[src/rtl/ysyx_22050612_ifu.sv]
// Single-issue instruction fetch unit: owns the PC, fetches one doubleword at a time and
// hands the selected 32-bit word to decode. Optional ebreak halt: define IFU_EBREAK_HALT_EN.
module ysyx_22050612_ifu #(
  parameter int unsigned     XLEN     = 64,
  parameter logic [XLEN-1:0] RESET_PC = 64'h0000_0000_8000_0000
) (
  input  logic            clk,
  input  logic            rst_n,
  output logic            imem_req_valid,
  input  logic            imem_req_ready,
  output logic [XLEN-1:0] imem_req_addr,
  input  logic            imem_resp_valid,
  input  logic [XLEN-1:0] imem_resp_data,
  input  logic            imem_resp_err,
  output logic            inst_valid,
  input  logic            inst_ready,
  output logic [31:0]     inst,
  output logic [XLEN-1:0] inst_pc,
  output logic            inst_err,
  input  logic            redirect_valid,
  input  logic [XLEN-1:0] redirect_pc,
  output logic            halted
);

  typedef enum logic [2:0] {
    StIdle,
    StReq,
    StWait,
    StHold
`ifdef IFU_EBREAK_HALT_EN
    ,
    StHalt
`endif
  } state_e;

  state_e          state_q, state_d;
  logic [XLEN-1:0] pc_q, pc_d;
  logic            drop_q, drop_d;
  logic [31:0]     inst_q, inst_d;
  logic [XLEN-1:0] inst_pc_q, inst_pc_d;
  logic            inst_err_q, inst_err_d;

  logic misaligned;
  logic req_fire;

  assign misaligned = (pc_q[1:0] != 2'b00);
  // A misaligned PC never reaches the bus; the fault is synthesised locally.
  assign imem_req_valid = (state_q == StReq) && !misaligned;
  assign imem_req_addr  = (state_q == StReq) ? {pc_q[XLEN-1:3], 3'b000} : '0;
  assign req_fire       = imem_req_valid && imem_req_ready;

  assign inst_valid = (state_q == StHold);
  assign inst       = inst_q;
  assign inst_pc    = inst_pc_q;
  assign inst_err   = inst_err_q;

`ifdef IFU_EBREAK_HALT_EN
  localparam logic [31:0] Ebreak = 32'h0010_0073;
  assign halted = (state_q == StHalt);
`else
  assign halted = 1'b0;
`endif

  always_comb begin
    state_d    = state_q;
    pc_d       = pc_q;
    drop_d     = drop_q;
    inst_d     = inst_q;
    inst_pc_d  = inst_pc_q;
    inst_err_d = inst_err_q;

    unique case (state_q)
      StIdle: begin
        state_d = StReq;
        if (redirect_valid) pc_d = redirect_pc;
      end

      StReq: begin
        if (redirect_valid) begin
          pc_d = redirect_pc;
          // An accepted request still has a response in flight that must be discarded.
          if (req_fire) begin
            state_d = StWait;
            drop_d  = 1'b1;
          end
        end else if (misaligned) begin
          state_d    = StHold;
          inst_d     = 32'h0;
          inst_pc_d  = pc_q;
          inst_err_d = 1'b1;
        end else if (req_fire) begin
          state_d = StWait;
        end
      end

      StWait: begin
        if (redirect_valid) begin
          pc_d = redirect_pc;
          if (imem_resp_valid) begin
            state_d = StReq;
            drop_d  = 1'b0;
          end else begin
            drop_d = 1'b1;
          end
        end else if (imem_resp_valid) begin
          if (drop_q) begin
            drop_d  = 1'b0;
            state_d = StReq;
          end else begin
            inst_d     = pc_q[2] ? imem_resp_data[63:32] : imem_resp_data[31:0];
            inst_pc_d  = pc_q;
            inst_err_d = imem_resp_err;
            state_d    = StHold;
          end
        end
      end

      StHold: begin
        if (redirect_valid) begin
          pc_d    = redirect_pc;
          state_d = StReq;
        end else if (inst_ready) begin
          pc_d    = pc_q + XLEN'(4);
          state_d = StReq;
`ifdef IFU_EBREAK_HALT_EN
          if (inst_q == Ebreak) state_d = StHalt;
`endif
        end
      end

`ifdef IFU_EBREAK_HALT_EN
      StHalt: state_d = StHalt;
`endif

      default: state_d = StIdle;
    endcase
  end

  always_ff @(posedge clk or negedge rst_n) begin
    if (!rst_n) begin
      state_q    <= StIdle;
      pc_q       <= RESET_PC;
      drop_q     <= 1'b0;
      inst_q     <= 32'h0;
      inst_pc_q  <= '0;
      inst_err_q <= 1'b0;
    end else begin
      state_q    <= state_d;
      pc_q       <= pc_d;
      drop_q     <= drop_d;
      inst_q     <= inst_d;
      inst_pc_q  <= inst_pc_d;
      inst_err_q <= inst_err_d;
    end
  end

endmodule

[config.mk]
export PLATFORM = sky130hd
export DESIGN_NAME = ysyx_22050612_ifu
export DESIGN_NICKNAME = d
export VERILOG_FILES = /design/src/rtl/ysyx_22050612_ifu.sv
export SDC_FILE = /design/constraint.sdc
export NUM_CORES = 1
export LEC_CHECK = 0
export ABC_AREA = 1
export CAP_MARGIN = 40
export CORE_UTILIZATION = 49
export CTS_BUF_LIST = sky130_fd_sc_hd__clkbuf_8
export CTS_CLUSTER_SIZE = 14
export DETAILED_ROUTE_END_ITERATION = 7
export PLACE_DENSITY = 0.91
export SKIP_CTS_REPAIR_TIMING = 1
export SLEW_MARGIN = 15
export SYNTH_ARGS = -nofsm -noshare
export SYNTH_HDL_FRONTEND = slang
export SYNTH_SLANG_ARGS = --single-unit
[constraint.sdc]
create_clock -name clk -period 2 [get_ports clk]
set_clock_uncertainty 0.2 [all_clocks]
set_input_delay 0.2 -clock clk [delete_from_list [all_inputs] [get_ports clk]]
set_output_delay 0.2 -clock clk [all_outputs]
set_load 0.01 [all_outputs]
==> results of run 1 <==
==> kinds of logic after synthesis <==
family / after synthesis / share of synthesized area [%]
AND/OR/NAND/NOR: 792 / 33.7
buffers and inverters: 189 / 8.35
flip-flops: 165 / 43.0
adder cells (fa/ha/maj): 1 / 0.130
other: 1 / 0.0391
AO/OA/AOI/OAI: 242 / 14.2
XOR/XNOR: 7 / 0.638
==> routing by layer <==
| metal | GRT usage (%) | part of all wire [%] |
|---|---|---|
| met1 | 44.0 | 39 |
| met2 | 62.3 | 48 |
| met3 | 6.02 | 8.9 |
| met4 | 14.2 | 4.4 |
| met5 | 0 | 0 |
==> power by group <==
part | total (mW) | leakage [nW] | internal (mW) | switching, mW
Combinational | 3.99 | 4.50 | 1.93 | 2.06
Sequential | 4.58 | 2.06 | 4.02 | 0.561
Clock | 2.55 | 0.197 | 1.05 | 1.51
Total | 11.1 | 6.76 | 7.00 | 4.13
==> layout by cell type (no fill, tap or decap), types with 33 or more instances in the layout <==
master | Yosys | routed
buf_2 | 29 | 42
buf_4 | 9 | 116
clkdlybuf4s50_1 | 0 | 230
dfrtp_1 | 164 | 159
inv_1 | 117 | 113
nand2_1 | 413 | 385
nand3_1 | 75 | 69
nor2_1 | 246 | 179
nor2_2 | 3 | 51
o21ai_0 | 68 | 55
o21ai_1 | 88 | 98
or2_2 | 33 | 33
==> path summary, 6_finish.rpt <==
path / start / endpoint / slack, ps / depth (start not counted)
worst max-delay path: state_q[2]$_DFFE_PN0P_ / imem_req_addr[10] / -180 / 7
worst min-delay path: rst_n / inst_pc[43]$_DFFE_PN0P_ / 10 / 2
worst max register to register: pc_q[8]$_DFFE_PN0P_ / pc_q[52]$_DFFE_PN0P_ / 30 / 11
worst min register to register: inst_pc[25]$_DFFE_PN0P_ / inst_pc[25]$_DFFE_PN0P_ / 300 / 2
max in group asynchronous: rst_n / inst[2]$_DFFE_PN0P_ / 910 / 3
min in group clk: redirect_pc[1] / pc_q[1]$_DFFE_PN0P_ / 90 / 3
==> layout make-up <==
cell class | count | share of cell area [%]
Timing Repair inverter | 1 | 0.0434
Inverter | 121 | 3.21
Sequential cell | 165 | 28.7
Timing Repair Buffer | 433 | 27.4
Multi-Input combinational cell | 1047 | 35.6
Clock buffer | 17 | 1.62
Clock inverter | 15 | 1.14
Tap cell | 260 | 2.26
==> cells in the mapped netlist, drive strengths merged, types with 6 or more instances <==
cell	number
clkbuf	21
xor2	7
o211ai	32
a22oi	10
o22ai	16
nor3	6
nor2	250
inv	121
o21ai	157
nand3	75
a21oi	19
or2	33
nand4	13
buf	47
dfrtp	164
o21bai	6
nand2	413
==> registers in the layout (all words and copies together) (netlist names) <==
name      cells
inst_pc      64
pc_q         64
inst         32
state_q       3
drop_q        1
inst_err      1
==> through the flow <==
step	cells	area (sq um)	power, mW	util [%]	TNS (ps)
2_1_floorplan	1401	9620	6.16	-	0
3_3_place_gp	2002	13500	8.24	71.5	-502
3_5_place_dp	2002	13500	8.36	71.5	-2530
4_1_cts	2034	13900	10.9	73.6	-28120
5_1_grt	2059	14400	11.6	76.0	-5780
6_report	2059	14400	11.1	76.0	-3910
==> critical path: stages, from the launching register on <==
cell	delay, ps
dfrtp_1	410
inv_2	100
nand3_4	90
buf_6	140
buf_6	130
clkbuf_16	180
nor2_2	90
buf_2	140
==> impl_metrics.py, run 1 <==
metrics = {
    "cells_and_area": {
        "regArea_sq_um": 4140,
        "nFillCells": 1399,
        "areaGrowthSynthToFinish_pct": 50.0,
        "multi_input_area_sq_um": 5130,
        "antenna_cells": 0,
        "drive_above_1_share_pct": 21.6,
        "fin_nets": 1922,
    },
    "sta": {
        "finalWorstSetupSlack_ps": -177,
        "fin_hold_ws_ps": 13.9,
        "period_share_pct": 109,
        "final.min_clock_period_ps": 2180,
        "fmax_mhz": 459,
        "rsz0062_at_grt": "true",
        "setup_viol": 40,
        "finalMaxSlewViolations": 0,
        "finalHoldViolCount": 0,
    },
    "critical_path": {
        "criticalPathCategory": "flop to primary output",
        "start_kind": "flop",
        "worstSetupEndpointType": "primary output",
        "cp_max_fo": 10,
        "critical_path_arrival_ps": 1780,
        "cp_data_required_time_ps": 1600,
    },
    "synthesis": {
        "synth-seq-area-share_pct": 43.0,
        "ys.flop_type": "dfrtp_1",
        "synth_cell_types": 33,
        "synth_async_sr_flop_share_pct": 100,
        "synth_seq_cells": 165,
        "synth_cells": 1397,
        "yosysTopAreaCell": "dfrtp_1",
        "yosysTopAreaCellShare_pct": 42.7,
        "syn-cell-area_sq_um": 9600,
        "avgSynthCellArea_sq_um": 6.87,
        "synth_edf_count": 0,
        "yosys_warnings": 0,
        "synth.top_cells.by_area": "dfrtp_1 43%, nand2_1 16%, nor2_1 9.6%",
    },
    "cts": {
        "cts_root_buffer": "clkbuf_8",
        "clockBufferDepth": 2,
        "cts_buffers": 17,
        "clk_pin_slew_worst_paths_ps": 100,
        "worstSkewPairLatency_ps": 490,
        "cts_tree": "built",
        "clock_sinks": 165,
        "htreeDepth": 4,
    },
    "hold_path": {
        "min_path_type": "input pin to asynchronous set/reset pin",
    },
    "status": {
        "outcome": "finished, violations left",
        "violations": "setup timing",
    },
    "floorplanning": {
        "rows": 50,
        "start_util_pct": 50.7,
        "ioPinCount": 299,
        "die_area_sq_um": 20200,
        "fp.dieH_um": 142,
        "die_width_um": 142,
        "coreArea_sq_um": 19000,
    },
    "pwr": {
        "powerDensity_nw_per_um2": 773,
        "peakVddDrop_mv": 0.624,
        "p_leak_nw": 6.76,
    },
    "routing": {
        "drtPass1Iterations": 5,
        "drt_iter0_markers": 1097,
        "vias": 11300,
        "vias_per_cell": 5.48,
        "routedWlPerCell_um": 18.4,
        "wl_um": 37900,
        "drc": 0,
        "ant_nets": 0,
    },
    "placed_design": {
        "post-place-ws_ps": -107,
        "place_congestion": 1.02,
        "portBuffers": 294,
        "hpwl_um": 28100,
    },
    "global_routing": {
        "grt_overflow": 0,
        "grt_max_degree": 55,
        "grt_pass1_wl_um": 55100,
        "grt_pass1_vias": 10600,
        "grt_antenna_before_repair": 0,
        "grt_use_total_pct": 35.7,
    },
    "run": {
        "maxCapViolations": 0,
    },
}
(Power assumes the default switching activity.)
==> inputs of run 2 (changes only) <==
--- a/config.mk
+++ b/config.mk
@@ -11,7 +11,7 @@
 export CTS_BUF_LIST = sky130_fd_sc_hd__clkbuf_8
 export CTS_CLUSTER_SIZE = 14
 export DETAILED_ROUTE_END_ITERATION = 7
-export PLACE_DENSITY = 0.91
+export PLACE_DENSITY = 0.84
 export SKIP_CTS_REPAIR_TIMING = 1
 export SLEW_MARGIN = 15
 export SYNTH_ARGS = -nofsm -noshare
==> run 2 against run 1 <==
Via count increased by 7.8%. Largest power group unchanged. The flow finishes with violations (hold timing, setup timing). Global-route usage is 0.44 points higher. Combinational power rose by 16%.
==> impl_metrics.py, run 2 (synthesis gave the netlist of run 1 again) <==
metrics = {
    "global_routing": {
        "grt_overflow": 0,
        "grt_pass1_wl_um": 55900,
        "grt_antenna_before_repair": 0,
        "grt_use_total_pct": 36.2,
        "grt_pass1_vias": 10700,
        "grt_max_degree": 56,
    },
    "cells_and_area": {
        "final-instance-count-excl-fill": 2099,
        "drive_above_1_share_pct": 26.2,
        "final_common_cell": "nand2_1",
        "final_cell_mix": "374 x nand2_1, 230 x clkdlybuf4s50_1, 161 x dfrtp_1, 155 x nor2_1, 115 x inv_1",
        "areaGrowthSynthToFinish_pct": 64.7,
        "fin_area_sq_um": 15800,
        "fin_nets": 1962,
        "finish.utilization_pct": 83.4,
        "antenna_cells": 0,
    },
    "routing": {
        "wl_um": 44400,
        "drtPass1Iterations": 5,
        "routedWlPerCell_um": 21.2,
        "vias_per_cell": 5.80,
        "dr.max_layer_used": "met4",
        "wl_met3_um": 4710,
        "drt_iter0_markers": 1233,
        "met2_wirelength_um": 21000,
        "vias": 12200,
        "wl_met1_um": 15900,
        "drc": 0,
        "ant_nets": 0,
    },
    "placed_design": {
        "post-place-ws_ps": -124,
        "hpwl_um": 28100,
        "dpl.cell_count": 2008,
        "place_area_sq_um": 13600,
        "portBuffers": 294,
        "place_congestion": 1.01,
    },
    "pwr": {
        "powerDensity_nw_per_um2": 750,
        "switching_share_pct": 37.4,
        "internal_power_mw": 7.42,
        "p_total_mw": 11.9,
        "clkPwrFrac_pct": 21.9,
        "pwr-share-comb_pct": 39.0,
        "peakVddDrop_mv": 0.613,
        "p_leak_nw": 7.13,
        "power_frac_seq_pct": 39.1,
        "power_switching_mw": 4.44,
    },
    "sta": {
        "rsz0062_at_grt": "true",
        "setup_viol": 177,
        "final.min_clock_period_ps": 2230,
        "tns_ps": -12100,
        "finalMaxSlewViolations": 0,
        "finalHoldViolCount": 10,
        "fmax_mhz": 449,
        "period_share_pct": 111,
        "finalWorstSetupSlack_ps": -227,
        "fin_hold_ws_ps": -10.8,
    },
    "critical_path": {
        "cp_max_fo": 5,
        "cp_slowest_stage_delay_ps": 420,
        "crit_family": "buffers and inverters",
        "start_kind": "flop",
        "cp_data_required_time_ps": 1600,
        "worstSetupEndpointType": "primary output",
        "crit_slowest_cell": "dfrtp_1",
        "crit_top_cell": "clkbuf_16",
        "critPathBufInv": 5,
        "critical_path_arrival_ps": 1830,
        "criticalPathCategory": "flop to primary output",
        "worstPathCellList": "inv_2 > nand3_4 > buf_12 > clkbuf_16 > clkbuf_16 > nor2_1 > buf_2",
    },
    "floorplanning": {
        "coreArea_sq_um": 19000,
        "ioPinCount": 299,
        "die_width_um": 142,
        "die_area_sq_um": 20200,
        "fp.dieH_um": 142,
        "rows": 50,
        "start_util_pct": 50.7,
    },
    "cts": {
        "worstSkewPairLatency_ps": 490,
        "clock_sinks": 165,
        "htreeDepth": 4,
        "cts_tree": "built",
        "clk_pin_slew_worst_paths_ps": 100,
        "cts_root_buffer": "clkbuf_8",
        "cts_buffers": 17,
        "clockBufferDepth": 2,
    },
    "status": {
        "outcome": "finished, violations left",
        "violations": "hold timing, setup timing",
    },
    "hold_path": {
        "min_path_type": "input pin to asynchronous set/reset pin",
    },
    "run": {
        "maxCapViolations": 0,
    },
}
-- run 2: cell types whose count changed in the layout (fill, tap and decap cells not counted), sizes merged --
cell,before,now
buf,180,215
bufinv,1,2
clkbuf,28,41
clkinv,1,5
dlymetal6s2s,11,1
inv,132,129
-- run 2: worst paths after layout --
path | startpoint | to | slack, ps | cells past startpoint
worst max-delay path | state_q[1]$_DFFE_PN0P_ | imem_req_addr[17] | -230 | 7
worst min-delay path | rst_n | inst_pc[47]$_DFFE_PN0P_ | -10 | 2
worst max register to register | state_q[1]$_DFFE_PN0P_ | pc_q[30]$_DFFE_PN0P_ | -210 | 10
worst min register to register | inst_pc[21]$_DFFE_PN0P_ | inst_pc[21]$_DFFE_PN0P_ | 290 | 2
max in group asynchronous | rst_n | inst_pc[10]$_DFFE_PN0P_ | 950 | 3
min in group clk | redirect_pc[0] | pc_q[0]$_DFFE_PN0P_ | 100 | 3
-- run 2: worst reg2reg max path, delay by kind of cell, from the launching register on --
family | cells | cell delay [ps]
simple gates | 4 | 650
buf+inv | 3 | 440
compound gates | 3 | 410
flops | 1 | 400
-- run 2: area by class of cell --
| type | count | area, sq um |
|---|---|---|
| repair buffers | 470 | 5030 |
| clock inverters | 14 | 149 |
| clock buffers | 18 | 248 |
| multi-input cells | 1047 | 5410 |
| inverters | 121 | 467 |
| fillers | 1131 | 3140 |
| flip-flops and latches | 165 | 4130 |
| well taps | 260 | 325 |
| repair inverters | 4 | 55.1 |
-- run 2: per-layer routing --
layer  up-vias  track usage, %
li1       5350               -
met1      5751            45.6
met2       851            61.0
met3       212            6.86
met4         0            14.7
met5         -               0
-- run 2: power groups by stage --
stage / sequential, mW / clock (mW) / combinational (mW)
after floorplan: 4.72 / 0 / 1.44
after global placement: 4.60 / 0 / 3.67
after detailed placement: 4.62 / 0 / 3.78
after CTS: 4.56 / 2.55 / 3.80
after global routing: 4.70 / 2.71 / 4.90
final: 4.64 / 2.60 / 4.62
